$ cat src/rtl/frame_wr_pkg.sv
// rtl/frame_wr_pkg.sv - shared types and constants for the frame write packer
package frame_wr_pkg;

    typedef enum logic [1:0] {
        IDLE,
        REQ,
        GAP
    } wr_state_t;

    localparam int LANES          = 4;
    localparam int DEF_ADDR_WIDTH = 28;
    localparam int DEF_DATA_WIDTH = 128;
    localparam int ENTRY_WIDTH    = DEF_ADDR_WIDTH + DEF_DATA_WIDTH;

    function automatic int entry_width(input int aw, input int dw);
        return aw + dw;
    endfunction

endpackage

$ cat src/rtl/frame_wr_fifo.sv
// rtl/frame_wr_fifo.sv - synchronous {addr,data} beat FIFO with first-word-fall-through head
module frame_wr_fifo
    import frame_wr_pkg::*;
#(
    parameter int WIDTH = ENTRY_WIDTH,
    parameter int DEPTH = 8
) (
    input  logic                       clk,
    input  logic                       reset,
    input  logic                       push,
    input  logic [WIDTH-1:0]           push_data,
    input  logic                       pop,
    output logic [WIDTH-1:0]           pop_data,
    output logic                       full,
    output logic                       empty,
    output logic [$clog2(DEPTH):0]     level
);

    localparam int PW = $clog2(DEPTH);

    logic [WIDTH-1:0] mem [DEPTH];
    logic [PW-1:0]    wr_ptr;
    logic [PW-1:0]    rd_ptr;
    logic [PW:0]      count;
    logic             push_ok;
    logic             pop_ok;

    assign push_ok  = push && !full;
    assign pop_ok   = pop && !empty;
    assign full     = (count == (PW+1)'(DEPTH));
    assign empty    = (count == '0);
    assign level    = count;
    assign pop_data = mem[rd_ptr];

    always_ff @(posedge clk) begin
        if (push_ok) begin
            mem[wr_ptr] <= push_data;
        end
    end

    always_ff @(posedge clk) begin
        if (reset) begin
            wr_ptr <= '0;
            rd_ptr <= '0;
            count  <= '0;
        end else begin
            if (push_ok) begin
                wr_ptr <= wr_ptr + PW'(1);
            end
            if (pop_ok) begin
                rd_ptr <= rd_ptr + PW'(1);
            end
            case ({push_ok, pop_ok})
                2'b10:   count <= count + (PW+1)'(1);
                2'b01:   count <= count - (PW+1)'(1);
                default: count <= count;
            endcase
        end
    end

endmodule

$ cat src/rtl/frame_wr_packer.sv
// rtl/frame_wr_packer.sv - packs 32-bit pixel words into 128-bit DDR write beats; FRAME_WR_PINGPONG_EN adds ping-pong frame buffers
module frame_wr_packer
    import frame_wr_pkg::*;
#(
    parameter int                    ADDR_WIDTH  = 28,
    parameter int                    DATA_WIDTH  = 128,
    parameter int                    PIX_WIDTH   = 32,
    parameter int                    FIFO_DEPTH  = 8,
    parameter int                    FRAME_WORDS = 4096,
    parameter logic [ADDR_WIDTH-1:0] BASE_ADDR0  = 28'h0000000,
    parameter logic [ADDR_WIDTH-1:0] BASE_ADDR1  = 28'h0100000
) (
    input  logic                          clk,
    input  logic                          reset,
    input  logic [PIX_WIDTH-1:0]          pix_data,
    input  logic                          pix_valid,
    output logic                          pix_ready,
    input  logic                          pix_sof,
    output logic [ADDR_WIDTH-1:0]         mem_addr,
    output logic [DATA_WIDTH-1:0]         mem_wdata,
    output logic                          mem_we,
    output logic                          mem_req,
    input  logic                          mem_ack,
    output logic                          frame_done,
    output logic                          overflow,
    output logic [$clog2(FIFO_DEPTH):0]   fifo_level
`ifdef FRAME_WR_PINGPONG_EN
    ,
    output logic                          wr_buf_sel
`endif
);

    localparam int EW   = entry_width(ADDR_WIDTH, DATA_WIDTH);
    localparam int IDXW = $clog2(FRAME_WORDS);
    localparam logic [IDXW-1:0]                  LAST_IDX = IDXW'(FRAME_WORDS - 1);
    localparam logic [1:0][ADDR_WIDTH-1:0]       BASES    = {BASE_ADDR1, BASE_ADDR0};
    localparam logic [ADDR_WIDTH-1:0]            LAST0    = BASE_ADDR0 + ADDR_WIDTH'(FRAME_WORDS - 1);

    logic                                fifo_full;
    logic                                fifo_empty;
    logic                                accept;
    logic                                push;
    logic                                pop;
    logic [EW-1:0]                       push_data;
    logic [EW-1:0]                       head;
    logic [1:0]                          pack_cnt;
    logic [(LANES-1)*PIX_WIDTH-1:0]      lanes;
    logic [IDXW-1:0]                     beat_idx;
    logic                                base_sel;
    logic [ADDR_WIDTH-1:0]               cur_base;
    wr_state_t                           state;

    assign pix_ready = !fifo_full && !reset;
    assign accept    = pix_valid && pix_ready;
    // A sof word always lands in lane 0, so it can never complete a beat.
    assign push      = accept && !pix_sof && (pack_cnt == 2'(LANES - 1));
    assign cur_base  = BASES[base_sel];
    assign push_data = {cur_base + ADDR_WIDTH'(beat_idx), pix_data, lanes};
    assign pop       = (state == REQ) && mem_ack;

    frame_wr_fifo #(
        .WIDTH (EW),
        .DEPTH (FIFO_DEPTH)
    ) u_fifo (
        .clk       (clk),
        .reset     (reset),
        .push      (push),
        .push_data (push_data),
        .pop       (pop),
        .pop_data  (head),
        .full      (fifo_full),
        .empty     (fifo_empty),
        .level     (fifo_level)
    );

`ifdef FRAME_WR_PINGPONG_EN
    logic sof_seen;

    always_ff @(posedge clk) begin
        if (reset) begin
            base_sel <= 1'b0;
            sof_seen <= 1'b0;
        end else if (accept && pix_sof) begin
            // The very first frame stays on buffer 0; later frames alternate.
            base_sel <= sof_seen ? !base_sel : base_sel;
            sof_seen <= 1'b1;
        end
    end
`else
    assign base_sel = 1'b0;
`endif

    always_ff @(posedge clk) begin
        if (reset) begin
            pack_cnt <= '0;
            lanes    <= '0;
            beat_idx <= '0;
            overflow <= 1'b0;
        end else if (accept) begin
            if (pix_sof) begin
                if (pack_cnt != 2'd0) begin
                    overflow <= 1'b1;
                end
                lanes[PIX_WIDTH-1:0] <= pix_data;
                pack_cnt             <= 2'd1;
                beat_idx             <= '0;
            end else if (push) begin
                pack_cnt <= 2'd0;
                beat_idx <= (beat_idx == LAST_IDX) ? '0 : beat_idx + IDXW'(1);
            end else begin
                lanes[pack_cnt*PIX_WIDTH +: PIX_WIDTH] <= pix_data;
                pack_cnt                               <= pack_cnt + 2'd1;
            end
        end
    end

    always_ff @(posedge clk) begin
        if (reset) begin
            state      <= IDLE;
            mem_req    <= 1'b0;
            mem_we     <= 1'b0;
            mem_addr   <= '0;
            mem_wdata  <= '0;
            frame_done <= 1'b0;
`ifdef FRAME_WR_PINGPONG_EN
            wr_buf_sel <= 1'b0;
`endif
        end else begin
            frame_done <= 1'b0;
            case (state)
                IDLE: begin
                    if (!fifo_empty) begin
                        mem_addr  <= head[EW-1 -: ADDR_WIDTH];
                        mem_wdata <= head[DATA_WIDTH-1:0];
                        mem_req   <= 1'b1;
                        mem_we    <= 1'b1;
                        state     <= REQ;
                    end
                end
                REQ: begin
                    if (mem_ack) begin
                        mem_req <= 1'b0;
                        mem_we  <= 1'b0;
                        state   <= GAP;
                        // The stored address alone identifies the last beat of a frame.
`ifdef FRAME_WR_PINGPONG_EN
                        if (mem_addr == LAST0 ||
                            mem_addr == BASE_ADDR1 + ADDR_WIDTH'(FRAME_WORDS - 1)) begin
                            frame_done <= 1'b1;
                            wr_buf_sel <= (mem_addr != LAST0);
                        end
`else
                        if (mem_addr == LAST0) begin
                            frame_done <= 1'b1;
                        end
`endif
                    end
                end
                GAP:     state <= IDLE;
                default: state <= IDLE;
            endcase
        end
    end

endmodule

$ cat config.mk
export PLATFORM = sky130hd
export DESIGN_NAME = frame_wr_packer
export DESIGN_NICKNAME = d
export VERILOG_FILES = /design/src/rtl/frame_wr_pkg.sv /design/src/rtl/frame_wr_fifo.sv /design/src/rtl/frame_wr_packer.sv
export SDC_FILE = /design/constraint.sdc
export NUM_CORES = 2
export LEC_CHECK = 0
export CAP_MARGIN = 25
export CELL_PAD_IN_SITES_DETAIL_PLACEMENT = 1
export CELL_PAD_IN_SITES_GLOBAL_PLACEMENT = 1
export CORE_ASPECT_RATIO = 1.2
export CORE_MARGIN = 1.5
export CORE_UTILIZATION = 55
export DETAILED_ROUTE_END_ITERATION = 16
export DONT_BUFFER_PORTS = 1
export PLACE_DENSITY_LB_ADDON = 0.1
export SYNTH_ARGS = -nofsm -noshare
export SYNTH_HDL_FRONTEND = slang
export SYNTH_SLANG_ARGS = --single-unit
$ cat constraint.sdc
create_clock -name clk -period 20.1 [get_ports clk]
set_input_delay 4.02 -clock clk [delete_from_list [all_inputs] [get_ports clk]]
set_output_delay 4.02 -clock clk [all_outputs]
set_load 0.01 [all_outputs]
==> results.py <==
metrics = {
    "cells_and_area": {
        "drive_gt1_share_pct": 24.8,
        "design_area_um2": 58600,
        "final_util_pct": 61.6,
        "final_common_cell": "edfxtp_1",
        "syn_to_final_growth_pct": 11.3,
        "fin_nets": 2790,
        "mostFrequentLayoutCells": "edfxtp_1, mux4_2, dfxtp_1, mux2i_1, nor2_1",
    },
    "clocking": {
        "cts_setup_buffers": 0,
        "cts_resized": 0,
        "path_clk_slew_ns": 0.06,
        "cts.sinks": 1385,
        "holdBufCountCts": 0,
        "clock_latency_ns": 0.75,
        "cts_max_level": 4,
        "cts_buffers": 136,
        "cts-root-buf": "clkbuf_16",
        "cts_tree": "done",
        "clockBufferDepth": 3,
    },
    "power": {
        "p_seq_share_pct": 54.0,
        "intPower_mw": 4.61,
        "p_leak_nw": 18.3,
        "switchingPower_mw": 1.10,
        "comb_power_share_pct": 0.6,
        "peakVddDrop_mv": 0.0835,
        "pwr-share-clk_pct": 45.4,
        "swShare_pct": 19.3,
        "power.density_nw_per_um2": 97.4,
    },
    "worst_setup_path": {
        "endpoint_kind": "primary output",
        "critPathSlowestCell": "nor2_1",
        "cp_num_buf_inv": 0,
        "ff2ff_setup_slack_ns": 15.93,
        "crit_end": "pix_ready",
        "rr_worst_depth": 6,
        "crit_type": "in -> out",
        "cpPeakStageDelay_ns": 0.44,
        "path_max_fanout": 262,
        "crit_path_cell_trace": "nor2_1",
        "path_delay_family": "simple AND/OR/NAND/NOR gates",
        "r2r_end": "u_fifo.mem[3][85]",
        "required_ns": 16.08,
        "crit_start": "reset",
        "start_kind": "input pin",
        "reg2reg_from": "u_fifo.level[1]",
        "arrival_ns": 4.89,
        "critical_path_depth": 1,
    },
    "synthesis": {
        "ys_seq_elements": 1385,
        "yosysWarnings": 0,
        "ys_types": 52,
        "avgSynthCellArea_um2": 19.3,
        "synth-xor-area-share_pct": 0.133,
        "synthCells": 2721,
        "synthesis.area_um2": 52600,
        "ys_async_sr_fraction_pct": 0,
        "synth_compound_area_share_pct": 4.15,
        "synth_edf_count": 1120,
        "synth_top_family_by_area": "multiplexers",
        "synth-simple-area-share_pct": 3.75,
        "synth.area.mux_share_pct": 15.9,
        "ys.flop_type": "edfxtp_1",
        "yosys.area_share.adder_pct": 0.238,
        "ys_seq_area_share_pct": 74.0,
    },
    "min_path": {
        "min_path_type": "reg -> reg",
    },
    "place": {
        "placed_area_um2": 53900,
        "gp_routability_congestion": 0.747,
        "post-dp-hpwl_mm": 69.2,
        "port_buffers": 0,
    },
    "timing": {
        "drv_slew": 0,
        "clock_skew_ns": 0.0343,
        "rsz0062_at_grt": "no",
        "hold_viol_final": 0,
        "fin_crit_ns": 8.91,
        "setup_viol": 0,
        "whs_ns": 0.514,
        "post-route-period-util_pct": 44.3,
        "tns_ns": 0,
        "fmax_mhz": 112,
        "slew_headroom_pct": 33.2,
        "worst_pin_slew_ns": 1.00,
    },
    "routing": {
        "viasPerCell": 6.18,
        "vias": 25500,
        "final_antenna_net_count": 0,
        "drc": 0,
        "wirelength_mm": 126,
        "wl_per_cell_um": 30.5,
        "drtIter0Drc": 2075,
        "first_pass_iters": 7,
    },
    "floorplanning": {
        "rows": 124,
        "core_um2": 95100,
        "die_h_um": 342,
        "initial_core_util_pct": 55.3,
        "die_w_um": 285,
        "die_area_um2": 97600,
        "num_io_pins": 202,
    },
    "run_status": {
        "outcome": "completed",
    },
    "grt": {
        "first_global_vias": 27800,
        "grt_max_degree": 263,
        "grt_pass1_wl_mm": 186,
        "grt-ovfl-total": 0,
        "track_usage_pct": 26.4,
        "antenna_found_initial": 4,
    },
    "run": {
        "drv_cap": 0,
    },
}
[kinds of logic (layout without fill, tap and decap cells)]
group / Yosys count / count (layout)
flip-flops: 1385 / 1385
other: 1 / 18
multiplexers: 488 / 488
adder cells (fa/ha/maj): 10 / 10
XOR/XNOR: 8 / 8
AO/OA/AOI/OAI: 214 / 214
buffers and inverters: 188 / 309
AND/OR/NAND/NOR: 427 / 427
[final cells by class]
cell class,instances,area [um2]
flip-flops and latches,1385,38900
well taps,1260,1580
clock buffers,206,4150
inverters,7,26.3
fillers,7914,36500
repair buffers,50,526
clock inverters,46,463
multi-input cells,1163,12900
diodes,2,5.00
[layer usage]
layer | vias to the layer above | part of all wire, % | global-route usage [%]
li1 | 10800 | - | -
met1 | 13700 | 41 | 35.0
met2 | 750 | 50 | 43.8
met3 | 202 | 5.4 | 4.38
met4 | 2 | 3.5 | 10.5
met5 | - | 0.0095 | 0
[state kept, by name (all words and copies together), names as in the netlist]
register and flops:
lanes 96, mem_addr 12, u_fifo.level 4, pack_cnt 2, beat_idx 12, u_fifo.rd_ptr 3
overflow 1, mem_req 1, u_fifo.wr_ptr 3, state 2, mem_wdata 128, u_fifo.mem 1120
frame_done 1
[power by group through the flow]
| stage | clock network (mW) | logic, mW | registers [mW] |
|---|---|---|---|
| after floorplan | 0 | 0.0332 | 3.14 |
| after global placement | 0 | 0.0310 | 3.14 |
| after detailed placement | 0 | 0.0333 | 3.15 |
| after CTS | 2.64 | 0.0335 | 3.08 |
| after global routing | 2.73 | 0.0359 | 3.08 |
| final | 2.59 | 0.0338 | 3.08 |
[worst min-delay path by stage]
stage	startpoint	to	slack (ns)	cells past startpoint
finish	u_fifo.wr_ptr[2]	u_fifo.wr_ptr[2]	0.51	1
floorplan	u_fifo.wr_ptr[2]	u_fifo.wr_ptr[2]	0.45	1
detailed placement	u_fifo.wr_ptr[2]	u_fifo.wr_ptr[2]	0.47	1
CTS	pack_cnt[1]	pack_cnt[1]	0.51	2
global placement	u_fifo.wr_ptr[2]	u_fifo.wr_ptr[2]	0.47	1
global route	pack_cnt[1]	pack_cnt[1]	0.53	2
[cell usage after synthesis (11+ instances only)]
master / n / area [um2]
edfxtp_1: 1120 / 33600
mux4_2: 280 / 6310
dfxtp_1: 265 / 5310
mux2i_1: 207 / 2070
nor2_1: 166 / 623
a211oi_2: 140 / 1750
nand2_1: 110 / 413
clkbuf_1: 75 / 282
nand2b_1: 73 / 457
a21oi_1: 47 / 235
buf_2: 46 / 230
buf_4: 46 / 345
nand3_1: 37 / 185
buf_1: 11 / 41.3
[through the flow]
| step | total power [mW] | setup slack [ns] | cells |
|---|---|---|---|
| after floorplan | 3.18 | 4.94 | 2736 |
| after global placement | 3.17 | 11.70 | 3859 |
| after detailed placement | 3.18 | 11.72 | 3861 |
| after CTS | 5.75 | 11.72 | 4113 |
| after global routing | 5.84 | 11.58 | 4118 |
| final | 5.71 | 11.19 | 4119 |
Power figures use the tool's default switching activity.
